==> src/rtl/memory_kernel_pkg.sv <==
// Shared types and default geometry for the ifmap window router.
package memory_kernel_pkg;

  localparam int unsigned DefDataWidth = 8;
  localparam int unsigned DefMaxWidth  = 9;

  typedef enum logic [2:0] {
    IDLE,
    FETCH,
    DRAIN,
    HOLD,
    DONE
  } route_state_t;

endpackage

==> src/rtl/ifmap_buffer.sv <==
// 1W1R synchronous-read ifmap RAM; read data appears one cycle after the address.
module ifmap_buffer #(
  parameter int unsigned DataWidth = 8,
  parameter int unsigned Depth     = 64,
  parameter int unsigned AddrWidth = $clog2(Depth)
) (
  input  logic                 clk,
  input  logic                 writeEn,
  input  logic [AddrWidth-1:0] writeAddr,
  input  logic [DataWidth-1:0] writeData,
  input  logic [AddrWidth-1:0] readAddr,
  output logic [DataWidth-1:0] readData
);

  logic [DataWidth-1:0] mem [Depth];

  always_ff @(posedge clk) begin
    if (writeEn) begin
      mem[writeAddr] <= writeData;
    end
    readData <= mem[readAddr];
  end

endmodule

==> src/rtl/ifmap_window_router.sv <==
// Gathers strided kernel windows from a buffered ifmap stream onto a lane bus.
// Optional border padding: define IFMAP_ZERO_PAD_EN to zero out-of-range elements instead of wrapping.
module ifmap_window_router
  import memory_kernel_pkg::*;
#(
  parameter int unsigned DataWidth  = DefDataWidth,
  parameter int unsigned Depth      = 64,
  parameter int unsigned MaxWidth   = DefMaxWidth,
  parameter int unsigned MaxWindows = 16,
  parameter int unsigned AddrWidth  = $clog2(Depth),
  parameter int unsigned CntWidth   = $clog2(MaxWindows + 1),
  parameter int unsigned WidthBits  = $clog2(MaxWidth + 1)
) (
  input  logic                          clk,
  input  logic                          rst,
  input  logic                          writeEn,
  input  logic [AddrWidth-1:0]          writeAddr,
  input  logic [DataWidth-1:0]          dataIn,
  input  logic                          routeEn,
  input  logic [AddrWidth-1:0]          startAddr,
  input  logic [WidthBits-1:0]          inputWidth,
  input  logic [AddrWidth-1:0]          stride,
  input  logic [CntWidth-1:0]           numWindows,
  output logic                          outValid,
  input  logic                          outReady,
  output logic [MaxWidth*DataWidth-1:0] dataOut,
  output logic [CntWidth-1:0]           winIdx,
  output logic                          busy,
  output logic                          finished,
  output logic                          writeErr
);

  localparam int unsigned AW1 = AddrWidth + 1;

  route_state_t         state;
  logic [AddrWidth-1:0] baseAddr;
  logic [AddrWidth-1:0] strideR;
  logic [WidthBits-1:0] widthR;
  logic [CntWidth-1:0]  numWinR;
  logic [WidthBits-1:0] kCnt;
  logic                 firstBubble;
  logic                 padQ;
  logic [DataWidth-1:0] lanes [MaxWidth];

  logic [AddrWidth:0]   rawAddr;
  logic [AddrWidth:0]   baseSum;
  logic [AddrWidth-1:0] readAddr;
  logic [AddrWidth-1:0] nextBase;
  logic [DataWidth-1:0] readData;
  logic [DataWidth-1:0] capData;
  logic                 padHit;
  logic [WidthBits-1:0] cmdWidth;
  logic [CntWidth-1:0]  cmdWin;
  logic                 bufWe;

  assign bufWe = writeEn && (state == IDLE);

  ifmap_buffer #(
    .DataWidth (DataWidth),
    .Depth     (Depth),
    .AddrWidth (AddrWidth)
  ) uBuffer (
    .clk       (clk),
    .writeEn   (bufWe),
    .writeAddr (writeAddr),
    .writeData (dataIn),
    .readAddr  (readAddr),
    .readData  (readData)
  );

  // Unwrapped element address; one extra bit so border detection sees the carry.
  assign rawAddr = {1'b0, baseAddr} + AW1'(kCnt);
  assign baseSum = {1'b0, baseAddr} + {1'b0, strideR};
  assign nextBase = (baseSum >= AW1'(Depth)) ? AddrWidth'(baseSum - AW1'(Depth))
                                             : baseSum[AddrWidth-1:0];

`ifdef IFMAP_ZERO_PAD_EN
  assign padHit   = (rawAddr >= AW1'(Depth));
  assign readAddr = rawAddr[AddrWidth-1:0];
`else
  assign padHit   = 1'b0;
  assign readAddr = (rawAddr >= AW1'(Depth)) ? AddrWidth'(rawAddr - AW1'(Depth))
                                             : rawAddr[AddrWidth-1:0];
`endif

  assign capData = padQ ? '0 : readData;

  always_comb begin
    cmdWidth = inputWidth;
    if (inputWidth == '0) begin
      cmdWidth = WidthBits'(1);
    end else if (inputWidth > WidthBits'(MaxWidth)) begin
      cmdWidth = WidthBits'(MaxWidth);
    end
    cmdWin = (numWindows == '0) ? CntWidth'(1) : numWindows;
  end

  always_comb begin
    dataOut = '0;
    for (int i = 0; i < MaxWidth; i++) begin
      dataOut[i*DataWidth +: DataWidth] = lanes[i];
    end
  end

  always_ff @(posedge clk or negedge rst) begin
    if (!rst) begin
      state       <= IDLE;
      baseAddr    <= '0;
      strideR     <= '0;
      widthR      <= WidthBits'(1);
      numWinR     <= CntWidth'(1);
      kCnt        <= '0;
      firstBubble <= 1'b0;
      padQ        <= 1'b0;
      outValid    <= 1'b0;
      winIdx      <= '0;
      busy        <= 1'b0;
      finished    <= 1'b0;
      writeErr    <= 1'b0;
      for (int i = 0; i < MaxWidth; i++) lanes[i] <= '0;
    end else begin
      writeErr <= writeEn && (state != IDLE);
      padQ     <= padHit;
      unique case (state)
        IDLE: begin
          if (routeEn) begin
            baseAddr    <= startAddr;
            widthR      <= cmdWidth;
            strideR     <= stride;
            numWinR     <= cmdWin;
            kCnt        <= '0;
            firstBubble <= 1'b1;
            winIdx      <= '0;
            finished    <= 1'b0;
            busy        <= 1'b1;
            for (int i = 0; i < MaxWidth; i++) lanes[i] <= '0;
            state       <= FETCH;
          end
        end
        FETCH: begin
          // The first window of a command spends one extra cycle before issuing reads.
          if (firstBubble) begin
            firstBubble <= 1'b0;
          end else begin
            if (kCnt != '0) lanes[kCnt - WidthBits'(1)] <= capData;
            if (kCnt == widthR - WidthBits'(1)) state <= DRAIN;
            kCnt <= kCnt + WidthBits'(1);
          end
        end
        DRAIN: begin
          lanes[widthR - WidthBits'(1)] <= capData;
          outValid <= 1'b1;
          state    <= HOLD;
        end
        HOLD: begin
          if (outReady) begin
            outValid <= 1'b0;
            if ((winIdx + CntWidth'(1)) < numWinR) begin
              winIdx   <= winIdx + CntWidth'(1);
              baseAddr <= nextBase;
              kCnt     <= '0;
              for (int i = 0; i < MaxWidth; i++) lanes[i] <= '0;
              state    <= FETCH;
            end else begin
              state <= DONE;
            end
          end
        end
        DONE: begin
          finished <= 1'b1;
          busy     <= 1'b0;
          state    <= IDLE;
        end
        default: state <= IDLE;
      endcase
    end
  end

endmodule

==> config.mk <==
export PLATFORM = sky130hd
export DESIGN_NAME = ifmap_window_router
export DESIGN_NICKNAME = d
export VERILOG_FILES = /design/src/rtl/memory_kernel_pkg.sv /design/src/rtl/ifmap_buffer.sv /design/src/rtl/ifmap_window_router.sv
export SDC_FILE = /design/constraint.sdc
export NUM_CORES = 1
export LEC_CHECK = 0
export ABC_AREA = 1
export CORE_MARGIN = 1.5
export CORE_UTILIZATION = 27
export CTS_BUF_LIST = sky130_fd_sc_hd__clkbuf_16
export DETAILED_ROUTE_END_ITERATION = 10
export GPL_TIMING_DRIVEN = 0
export PLACE_DENSITY = 0.53
export SLEW_MARGIN = 20
export SYNTH_ARGS = -nofsm -noshare
export SYNTH_HDL_FRONTEND = slang
export SYNTH_HIERARCHICAL = 1
export SYNTH_SLANG_ARGS = --single-unit
==> constraint.sdc <==
create_clock -name clk -period 4.4 [get_ports clk]
set_input_delay 0.88 -clock clk [delete_from_list [all_inputs] [get_ports clk]]
set_output_delay 0.88 -clock clk [all_outputs]
set_load 0.02 [all_outputs]
==> summary.md, run 1 <==
| Metric | Value |
|---|---|
| Status | `finished clean` |
| Area of the multi-input gates | `8140 um^2` |
| RSZ-0062 raised after global routing | `false` |
| Nature of the critical path endpoint | `flip-flop` |
| Clock root buffer master | `clkbuf_16` |
| Reg2reg setup slack | `0.49 ns` |
| Adder-cell share of the synthesized area | `1.23%` |
| Mean Syn Cell Area | `10.4 um^2` |
| # rows | `117` |
| Yosys cell types | `37` |
| Final setup TNS | `0 ns` |
| Drt wl/cell | `20.0 um` |
| Fill cells | `10400` |
| Clock latency on the worst-skew pair | `0.64 ns` |
| Clock transition at path regs | `0.06 ns` |
| Cts bufs inserted | `72` |
| Die H | `323 um` |
| Total gr overflow | `0` |
| Post-synthesis cell count | `2656` |
| Max incr delay on CP | `1.11 ns` |
| Final Max Tran Viols | `0` |
| Synth area leader | `edfxtp_1` |
| PnR worst setup slack | `0.493 ns` |
| Seq/Total Area, Yosys | `66.2%` |
| Hold buffer count at cts | `0` |
| CTS resizes | `0` |
| Mux contribution to synthesized area | `0.0724%` |
| DRT iter0 DRCs | `2032` |
| Area after DPL | `30800 um^2` |
| Pre-CTS setup slack | `0.0204 ns` |
| Clock Skew | `0.0393 ns` |
| Post-synthesis xor/xnor area fraction | `0.349%` |
| Nets | `2929` |
| Syn nets | `2722` |
| Largest family of logic cells by synthesized area | `simple AND/OR/NAND/NOR gates` |
| Main synth FF type | `edfxtp_1` |
| Power per standard cell area | `783 nW/um^2` |
| Synth Cell Area | `27600 um^2` |
| DRC violations left | `0` |
| First-pass GRT wire length | `126000 um` |
| CP Data Required Time | `4.63 ns` |
| Minimum clock period | `3.91 ns` |
| Max-cap violation count | `0` |
| Vias in the first global route | `19000` |
| Non-filler cells, final | `4283` |
| N_diodes | `0` |
| Final Instance Area | `33200 um^2` |
| Slew margin rel. | `21.6%` |
| CP startpoint kind | `flip-flop` |
| I/O pins | `121` |
| Register area | `18300 um^2` |
| ANT nets after route | `0` |
| Worst EP arrival | `4.14 ns` |
| Setup Crit Path Kind | `reg2reg` |
| Longest Clk Path Bufs | `3` |
| Hpwl dp | `59700 um` |
| Synth top area cells | `edfxtp_1, nand2_1, nand3_1` |
| IO buf count | `117` |
| CP cell instances | `nor2_1, nand2_1, nor2_1, clkbuf_1, nand4_1, nor2_1` |
| Ys async rst share | `17.5%` |
| Largest net degree at the start of global routing | `73` |
| Initial Util | `27.2%` |
| Wirelength, routed | `85800 um` |
| Area share of the largest cell type after synthesis | `55.6%` |
| Area grow syn2layout | `20.2%` |
| CP Max Fanout | `9` |
| Initial antenna violation count | `0` |
| Worst path slowest cell | `nor2_1` |
| First-pass detailed-route iteration total | `5` |
| Setup bufs post-CTS | `0` |
| Placed Instances | `4157` |
| Fmax | `256 MHz` |
| Finish-stage setup viols | `0` |
| VDD IR max | `0.469 mV` |
| Synth Area in Compound Gates | `1.83%` |
| Most frequent CP cell | `nor2_1` |
| Period utilization | `88.8%` |
| Via density | `4.72` |
| Worst-margin pin slew | `1.17 ns` |
| Level count of the clock H-tree | `3` |
| Routability cong. | `0.919` |
| Post-synth EDFFs | `512` |
| Clock sinks | `630` |
| Yosys warns | `6` |
| Hold Path Class | `in2async` |
| CORE AREA | `102000 um^2` |
| GRT Resource Usage Total | `16.4%` |
| Leak pwr | `13.1 nW` |
| Simple-gate share of the synthesized area | `25.8%` |
| Synth Register Bits | `630` |
| Via count | `20200` |
| CTS tree | `done` |
| Share of post-route cells with drive strength above 1 | `9.47%` |
| Die area | `104000 um^2` |
| Die X-Extent | `323 um` |
| Final Hold Fails | `0` |
## cell usage after synthesis, types with 2 or more instances
cell      instances
edfxtp_1        512
mux2i_1           2
or2_2             4
dfstp_2           2
fa_1              2
nand4_1          14
nand2_2           3
xnor2_1           6
buf_8             2
inv_1            76
nand2_1        1008
inv_2             4
xor2_1            5
o21ai_2           5
nand3_1         546
nor4_1            8
buf_4            19
nor2_1           73
a21oi_1           7
o22ai_1           2
nand3_4           2
nor2_2            6
dfxtp_1           8
dfrtp_1         108
buf_1            10
nor2_4            7
buf_2            46
clkbuf_1         25
o21ai_0          74
buf_6            37
o21ai_1           4
ha_1             24
## critical path, delay by kind of cell, from the launching register on
| kind | cells | cell delay [ns] |
|---|---|---|
| buf+inv | 1 | 0.42 |
| simple gates | 5 | 2.64 |
| flops | 1 | 0.45 |
## layout make-up
type	instances	area share [%]
plain buffers	139	2.86
clock buffers	73	5.50
clock inverters	53	1.74
inverters	81	0.930
multi-input cells	1806	24.5
flip-flops and latches	630	55.0
well taps	1368	5.15
repair buffers	133	4.28
## through the flow
| stage | util (%) | hold WS, ns | power, mW |
|---|---|---|---|
| after floorplan | - | 0.446 | 15.0 |
| after detailed placement | 30.3 | 0.459 | 20.0 |
| after global routing | 32.7 | 0.188 | 27.6 |
| after CTS | 32.7 | 0.163 | 26.1 |
| final | 32.7 | 0.181 | 26.0 |
| after global placement | 30.0 | 0.461 | 19.9 |
## routing by layer
metal | part of all wire, % | up-vias | routed length (um) | track usage, %
met5 | 0 | - | 0 | 0
met4 | 2.8 | 0 | 2390 | 5.13
met3 | 6.6 | 126 | 5640 | 2.70
met2 | 45 | 677 | 38700 | 25.9
met1 | 46 | 9912 | 39100 | 22.9
li1 | - | 9513 | - | -
## flip-flops by register name, summed over array words and instances (netlist names), 3 cells and up
name	flops
state	3
uBuffer/readData	8
strideR	6
widthR	4
uBuffer/mem	512
baseAddr	6
kCnt	4
winIdx	5
numWinR	5
dataOut	72
## final timing paths
check | start | end | cells after the start
min | rst | numWinR[1] | 1
max | state[0] | uBuffer/mem[3][3] | 6
max reg2reg | state[0] | uBuffer/mem[3][3] | 6
min reg2reg | numWinR[0] | numWinR[0] | 2
min in group clk | numWinR[0] | numWinR[0] | 2
max in group asynchronous | rst | dataOut[28] | 2
## where the power goes
| part | leakage [nW] | total, mW | internal [mW] | switching, mW |
|---|---|---|---|---|
| Clock | 1.21 | 6.06 | 3.57 | 2.49 |
| Sequential | 6.15 | 7.10 | 6.84 | 0.260 |
| Combinational | 5.78 | 12.9 | 3.76 | 9.10 |
## cell usage in the layout, fill, tap and decap left out, drive strengths merged, types with 2 or more instances in the layout
cell           synthesis  routed
nand2               1011    1011
o21ai                 83      83
o22ai                  2       2
a21oi                  7       7
clkinv                 0      27
nand4                 14      14
dfrtp                108     108
clkbuf                25      98
xor2                   5       5
or2                    4       4
nor2                  86      86
nor4                   8       8
edfxtp               512     512
clkinvlp               0       4
fa                     2       2
inv                   81      94
bufinv                 0       9
xnor2                  6       6
buf                  114     139
dfstp                  2       2
dfxtp                  8       8
mux2i                  2       2
clkdlybuf4s50          0     108
nand3                548     548
ha                    24      24
## cell families (layout without fill, tap and decap cells)
group | Yosys count | count (layout)
simple gates | 1672 | 1672
flops | 630 | 630
buf+inv | 220 | 479
compound gates | 95 | 95
fa+ha+maj | 26 | 26
xor+xnor | 11 | 11
mux | 2 | 2
No activity file was read; power rests on OpenSTA's default activity.
==> run 2, diff against run 1 <==
PLACE_DENSITY = 0.54   (was 0.53)
clock period = 3.2 ns   (was 4.4 ns; I/O delays follow)
==> run 2 against run 1 <==
  * Critical path type unchanged
  * The flow now finishes with violations (setup timing)
  * Largest power group unchanged
  * Sequential cell count unchanged
  * Final cell count is 0.56% higher
  * Routed wire length is 0.47% higher
  * Worst hold slack improved by 0.063 ns
  * Sequential share of layout area down 0.62 points
  * Non-clock buffer count grew 22
==> summary.md, run 2 (synthesis gave the netlist of run 1 again) <==
| Metric | Value |
|---|---|
| CP startpoint kind | `flip-flop` |
| VDD IR max | `0.568 mV (+21%)` |
| Power per standard cell area | `1070 nW/um^2 (+37%)` |
| Level count of the clock H-tree | `3 (unchanged)` |
| Hold_sp | `dataIn[6]` |
| Area after DPL | `30800 um^2 (-0.11%)` |
| Reg2reg path depth | `6 (unchanged)` |
| Worst-margin pin slew | `0.927 ns (-0.245 ns)` |
| Most flops, register | `uBuffer/mem` |
| Worst EP arrival | `3.66 ns (-0.48 ns)` |
| Period utilization | `107% (+18 points)` |
| Failing checks | `setup timing` |
| Clock latency on the worst-skew pair | `0.64 ns (about the same)` |
| Initial Util | `27.2% (unchanged)` |
| Total gr overflow | `0 (unchanged)` |
| IO buf count | `117 (unchanged)` |
| Initial antenna violation count | `0 (unchanged)` |
| Final Hold Fails | `0 (unchanged)` |
| Finish-stage setup viols | `49 (+49)` |
| Cts bufs inserted | `70 (-2.8%)` |
| Final Instance Area | `33600 um^2 (+1.1%)` |
| Hold path endpoint | `uBuffer/mem[31][6]` |
| Share of post-route cells with drive strength above 1 | `12.0% (+2.5 points)` |
| Longest Clk Path Bufs | `3 (unchanged)` |
| N_diodes | `0 (unchanged)` |
| CORE AREA | `102000 um^2 (unchanged)` |
| # rows | `117 (unchanged)` |
| CP cell instances | `nor2_1, nand2_1, nor2_2, clkbuf_1, nand4_1, nor2_1` |
| Wirelength, routed | `86300 um (+0.47%)` |
| Slew margin rel. | `38.0% (+16 points)` |
| Crit-path leading delay family | `simple AND/OR/NAND/NOR gates` |
| Pre-CTS setup slack | `-0.881 ns (-0.902 ns)` |
| Reg-to-Reg Start | `state[0]` |
| PnR worst setup slack | `-0.219 ns (-0.712 ns)` |
| Reg2reg setup slack | `-0.22 ns (-0.71 ns)` |
| Die X-Extent | `323 um (unchanged)` |
| First-pass detailed-route iteration total | `6 (+1)` |
| I/O pins | `121 (unchanged)` |
| Die area | `104000 um^2 (unchanged)` |
| Clock sinks | `630 (unchanged)` |
| Final Max Tran Viols | `0 (unchanged)` |
| Die H | `323 um (unchanged)` |
| Drt wl/cell | `20.0 um (about the same)` |
| Routability cong. | `0.935 (+1.8%)` |
| Commonest cells after routing, fill and taps aside | `nand2_1, nand3_1, edfxtp_1, clkdlybuf4s50_1, dfrtp_1` |
| Clock Skew | `0.0296 ns (-0.00968 ns)` |
| Final setup TNS | `-7.59 ns (-7.59 ns)` |
| Hold Crit Depth | `1` |
| Vias in the first global route | `19200 (+0.90%)` |
| Clock transition at path regs | `0.06 ns (about the same)` |
| First-pass GRT wire length | `126000 um (about the same)` |
| R2R Path End | `uBuffer/mem[39][2]` |
| Clock root buffer master | `clkbuf_16` |
| Status | `complete, but fails checks` |
| Hpwl dp | `59100 um (-0.97%)` |
| CTS tree | `done` |
| Fmax | `293 MHz (+14%)` |
| Via density | `4.75 (+0.51%)` |
| Hold Path Class | `in2reg` |
| Nets | `2949 (+0.68%)` |
| Placed Instances | `4158 (+0.024%)` |
| Max reg flops | `512 (unchanged)` |
| Setup Crit Path Kind | `reg2reg` |
| CP Data Required Time | `3.44 ns (-1.19 ns)` |
| DRT iter0 DRCs | `2358 (+16%)` |
| Via count | `20400 (+1.1%)` |
| GRT Resource Usage Total | `16.4% (+0.050 points)` |
| Area grow syn2layout | `21.6%` |
| DRC violations left | `0 (unchanged)` |
| Minimum clock period | `3.42 ns (-0.488 ns)` |
| CP Max Fanout | `9 (unchanged)` |
| Max incr delay on CP | `0.90 ns (-0.21 ns)` |
| Most frequent CP cell | `nor2_1` |
| RSZ-0062 raised after global routing | `true` |
| Nature of the critical path endpoint | `flip-flop` |
| Worst path slowest cell | `nor2_1` |
| ANT nets after route | `0 (unchanged)` |
| Most common cell after layout, fill and taps aside | `nand2_1` |
| Largest net degree at the start of global routing | `73 (unchanged)` |
| Number of buffers and inverters on the critical path | `1 (unchanged)` |
| Leak pwr | `13.3 nW (+1.3%)` |
| Non-filler cells, final | `4307 (+0.56%)` |
| Max-cap violation count | `0 (unchanged)` |
[run 2: cell types whose count changed in the layout (fill, tap and decap cells not counted), sizes merged]
cell and change:
clkinvlp -2, dlygate4sd3 +1, clkinv -4, clkbuf +9, inv +7, buf +13
[run 2: power by group]
part           total, mW  switching [mW]  internal (mW)  leakage (nW)
Combinational       17.9            12.6           5.32          5.93
Clock               8.37            3.43           4.94          1.22
Sequential          9.76           0.354           9.40          6.14
[run 2: metrics by stage]
stage	hold WS, ns	utilization (%)	power, mW
after floorplan	0.344	-	20.6
after global placement	0.461	30.0	27.3
after detailed placement	0.469	30.3	27.4
after CTS	0.209	32.9	36.0
after global routing	0.215	33.1	38.1
final	0.244	33.1	36.1
[run 2: layer usage]
layer / vias to the layer above / track usage (%) / wire length, um
met2: 791 / 25.8 / 38900
met5: - / 0 / 0
met3: 153 / 3.56 / 6790
li1: 9556 / - / -
met1: 9946 / 22.6 / 38000
met4: 0 / 5.24 / 2600
[run 2: worst max path at each step]
stage | startpoint | slack, ns | cells after the start | endpoint
after CTS | state[0] | -0.15 | 6 | uBuffer/mem[47][1]
after global placement | rst | -3.12 | 1 | dataOut[13]
after detailed placement | writeEn | -0.88 | 6 | uBuffer/mem[19][3]
after global routing | state[0] | -0.36 | 6 | uBuffer/mem[39][1]
final | state[0] | -0.22 | 6 | uBuffer/mem[39][2]
after floorplan | state[0] | 0.58 | 6 | uBuffer/mem[48][0]
[run 2: timing repair]
action,CTS,global route
setup endpoints to repair,504,267
pin swaps,4,1
hold buffers,1,0
setup buffers,12,8
gates resized for setup,64,34
hold endpoints to repair,36,0
cloned,0,0
[run 2: final cells by class]
cell class	count	area (um^2)
Tap cell	1368	1710
Clock buffer	74	1850
Buffer	139	1000
Inverter	81	309
Sequential cell	630	18300
Multi-Input combinational cell	1806	8330
Fill cell	10300	68000
Timing Repair Buffer	155	1570
Clock inverter	54	541
==> run 3, diff against run 2 <==
CORE_UTILIZATION = 45   (was 27)
PLACE_DENSITY = 0.76   (was 0.54)
==> run 3 against run 2 <==
  * The flow now finishes without violations
  * Final cell count fell by 14%
  * Sequential cell count did not move
  * Critical path depth rose by 6
  * Sequential share of layout area rose by 2.2 points
  * Routed wire length fell by 10%
==> summary.md, run 3 (synthesis gave the netlist of run 1 again) <==
| Metric | Value |
|---|---|
| Status | `finished clean` |
| Wirelength, routed | `77600 um (-10%)` |
| CP Data Required Time | `3.76 ns (+0.32 ns)` |
| Max-cap violation count | `0 (unchanged)` |
| Final Max Tran Viols | `0 (unchanged)` |
| CTS tree | `done` |
| CP startpoint kind | `flip-flop` |
| Area of the multi-input gates | `8350 um^2 (+0.27%)` |
| DRT iter0 DRCs | `2876 (+22%)` |
| Drt wl/cell | `21.0 um (+4.7%)` |
| GR met2 Demand/Resource | `38.9% (+13 points)` |
| Longest Clk Path Bufs | `3 (unchanged)` |
| Slew margin rel. | `47.1% (+9.1 points)` |
| Finish-stage setup viols | `0 (-100%)` |
| Largest net degree at the start of global routing | `65 (-11%)` |
| VDD IR max | `0.697 mV (+23%)` |
| First-pass GRT wire length | `117000 um (-7.3%)` |
| Initial antenna violation count | `0 (unchanged)` |
| Cts bufs inserted | `60 (-14%)` |
| Via count | `21000 (+2.6%)` |
| Register area | `18300 um^2 (about the same)` |
| Vias in the first global route | `19900 (+3.7%)` |
| Level count of the clock H-tree | `2 (-1)` |
| Worst EP arrival | `3.66 ns (about the same)` |
| Commonest cells after routing, fill and taps aside | `nand2_1, nand3_1, edfxtp_1, clkdlybuf4s50_1, dfrtp_1` |
| Clock Skew | `0.0324 ns (+0.00278 ns)` |
| Clock latency on the worst-skew pair | `0.65 ns (about the same)` |
| Die X-Extent | `251 um (-22%)` |
| IO buf count | `117 (unchanged)` |
| Die H | `251 um (-22%)` |
| Power per standard cell area | `1050 nW/um^2 (-2.1%)` |
| Clock transition at path regs | `0.06 ns (about the same)` |
| First-pass detailed-route iteration total | `6 (unchanged)` |
| Via density | `5.67 (+19%)` |
| Share of post-route cells with drive strength above 1 | `11.3% (-0.71 points)` |
| Area grow syn2layout | `16.9%` |
| Total gr overflow | `0 (unchanged)` |
| Clock root buffer master | `clkbuf_16` |
| I/O pins | `121 (unchanged)` |
| Met3 GRT Util | `4.28% (+0.71 points)` |
| Grt peak-use layer | `met2` |
| Minimum clock period | `3.10 ns (-0.322 ns)` |
| Initial Util | `45.6% (+18 points)` |
| Routability cong. | `0.968 (+3.4%)` |
| Placed Instances | `3570 (-14%)` |
| Grt met1 use | `33.0% (+10 points)` |
| Fmax | `323 MHz (+10%)` |
| Worst-margin pin slew | `0.792 ns (-0.135 ns)` |
| Most flops, register | `uBuffer/mem` |
| GRT Resource Usage Total | `24.5% (+8.1 points)` |
| Nature of the critical path endpoint | `flip-flop` |
| N_diodes | `0 (unchanged)` |
| Clock sinks | `630 (unchanged)` |
| Non-filler cells, final | `3702 (-14%)` |
| CP Max Fanout | `10 (+1)` |
| Fill cells | `5048 (-51%)` |
| # rows | `90 (-23%)` |
| Hold Path Class | `in2reg` |
| Setup Crit Path Kind | `reg2reg` |
| Nets | `2937 (-0.41%)` |
| Most common cell after layout, fill and taps aside | `nand2_1` |
| Max reg flops | `512 (unchanged)` |
| Finished Core Util | `53.3% (+20 points)` |
| Die area | `62900 um^2 (-40%)` |
| ANT nets after route | `0 (unchanged)` |
| Period utilization | `96.8% (-10 points)` |
| Final Hold Fails | `0 (unchanged)` |
| Leak pwr | `13.0 nW (-2.0%)` |
| Hpwl dp | `51900 um (-12%)` |
| DRC violations left | `0 (unchanged)` |
| CORE AREA | `60600 um^2 (-40%)` |
run 3: cell count changes in the layout (fill, tap and decap cells not counted), sizes merged:
cell,previous run,this run
inv,101,109
buf,152,153
bufinv,9,4
clkinv,23,18
clkinvlp,2,1
clkbuf,107,90
run 3: final cells by class:
cell class / instances / area share, %
buffer: 139 / 3.01
clock buffer: 60 / 4.65
clock inverter: 51 / 1.12
inverter: 81 / 0.957
multi-input combinational: 1806 / 25.9
sequential: 630 / 56.6
tap: 782 / 3.03
timing repair buffer: 153 / 4.76
run 3: layer usage:
metal | vias up | share of wire, %
li1 | 9519 | -
met1 | 9962 | 38
met2 | 1295 | 46
met3 | 209 | 11
met4 | 0 | 4.5
met5 | - | 0
run 3: critical path, stage by stage (launching register included):
cell      delay (ns)
dfrtp_1         0.49
ha_1            0.22
inv_1           0.05
fa_1            0.40
xnor2_1         0.31
clkbuf_4        0.34
clkbuf_2        0.38
nand3_1         0.23
nand2_1         0.17
nand2_1         0.07
nand3_1         0.09
nand3_1         0.10
nand2_1         0.15
run 3: final timing paths:
path | from | to | slack, ns | cells after the start
min | dataIn[3] | uBuffer/mem[50][3] | 0.23 | 1
max | kCnt[0] | uBuffer/readData[6] | 0.10 | 12
min reg2reg | numWinR[0] | numWinR[0] | 0.48 | 2
max reg2reg | kCnt[0] | uBuffer/readData[6] | 0.10 | 12
min in group asynchronous | rst | dataOut[57] | 0.54 | 2
max in group asynchronous | rst | widthR[0] | 1.95 | 3
run 3: stage by stage:
step	total power, mW	worst slack (ns)	hold slack, ns	TNS (ns)	cell area, um^2
6_report	33.9	0.103	0.228	0	32300
4_1_cts	33.5	-0.205	0.211	-10.83	32100
5_1_grt	35.7	-0.0207	0.223	-0.0963	32300
3_3_place_gp	26.4	-2.72	0.460	-805.44	29800
2_1_floorplan	20.6	0.583	0.344	0	27600
3_5_place_dp	26.7	-0.802	0.461	-311.06	30000
run 3: power by group:
group	switching, mW	total [mW]	internal [mW]
clock	3.01	6.73	3.72
sequential	0.371	9.77	9.40
combinational	12.2	17.4	5.23
run 3: repair_timing:
item	CTS	global route
setup endpoints to repair	508	296
hold buffers	1	0
buffers inserted	6	14
hold endpoints to repair	50	0
pin swaps	3	1
resized for setup	62	24
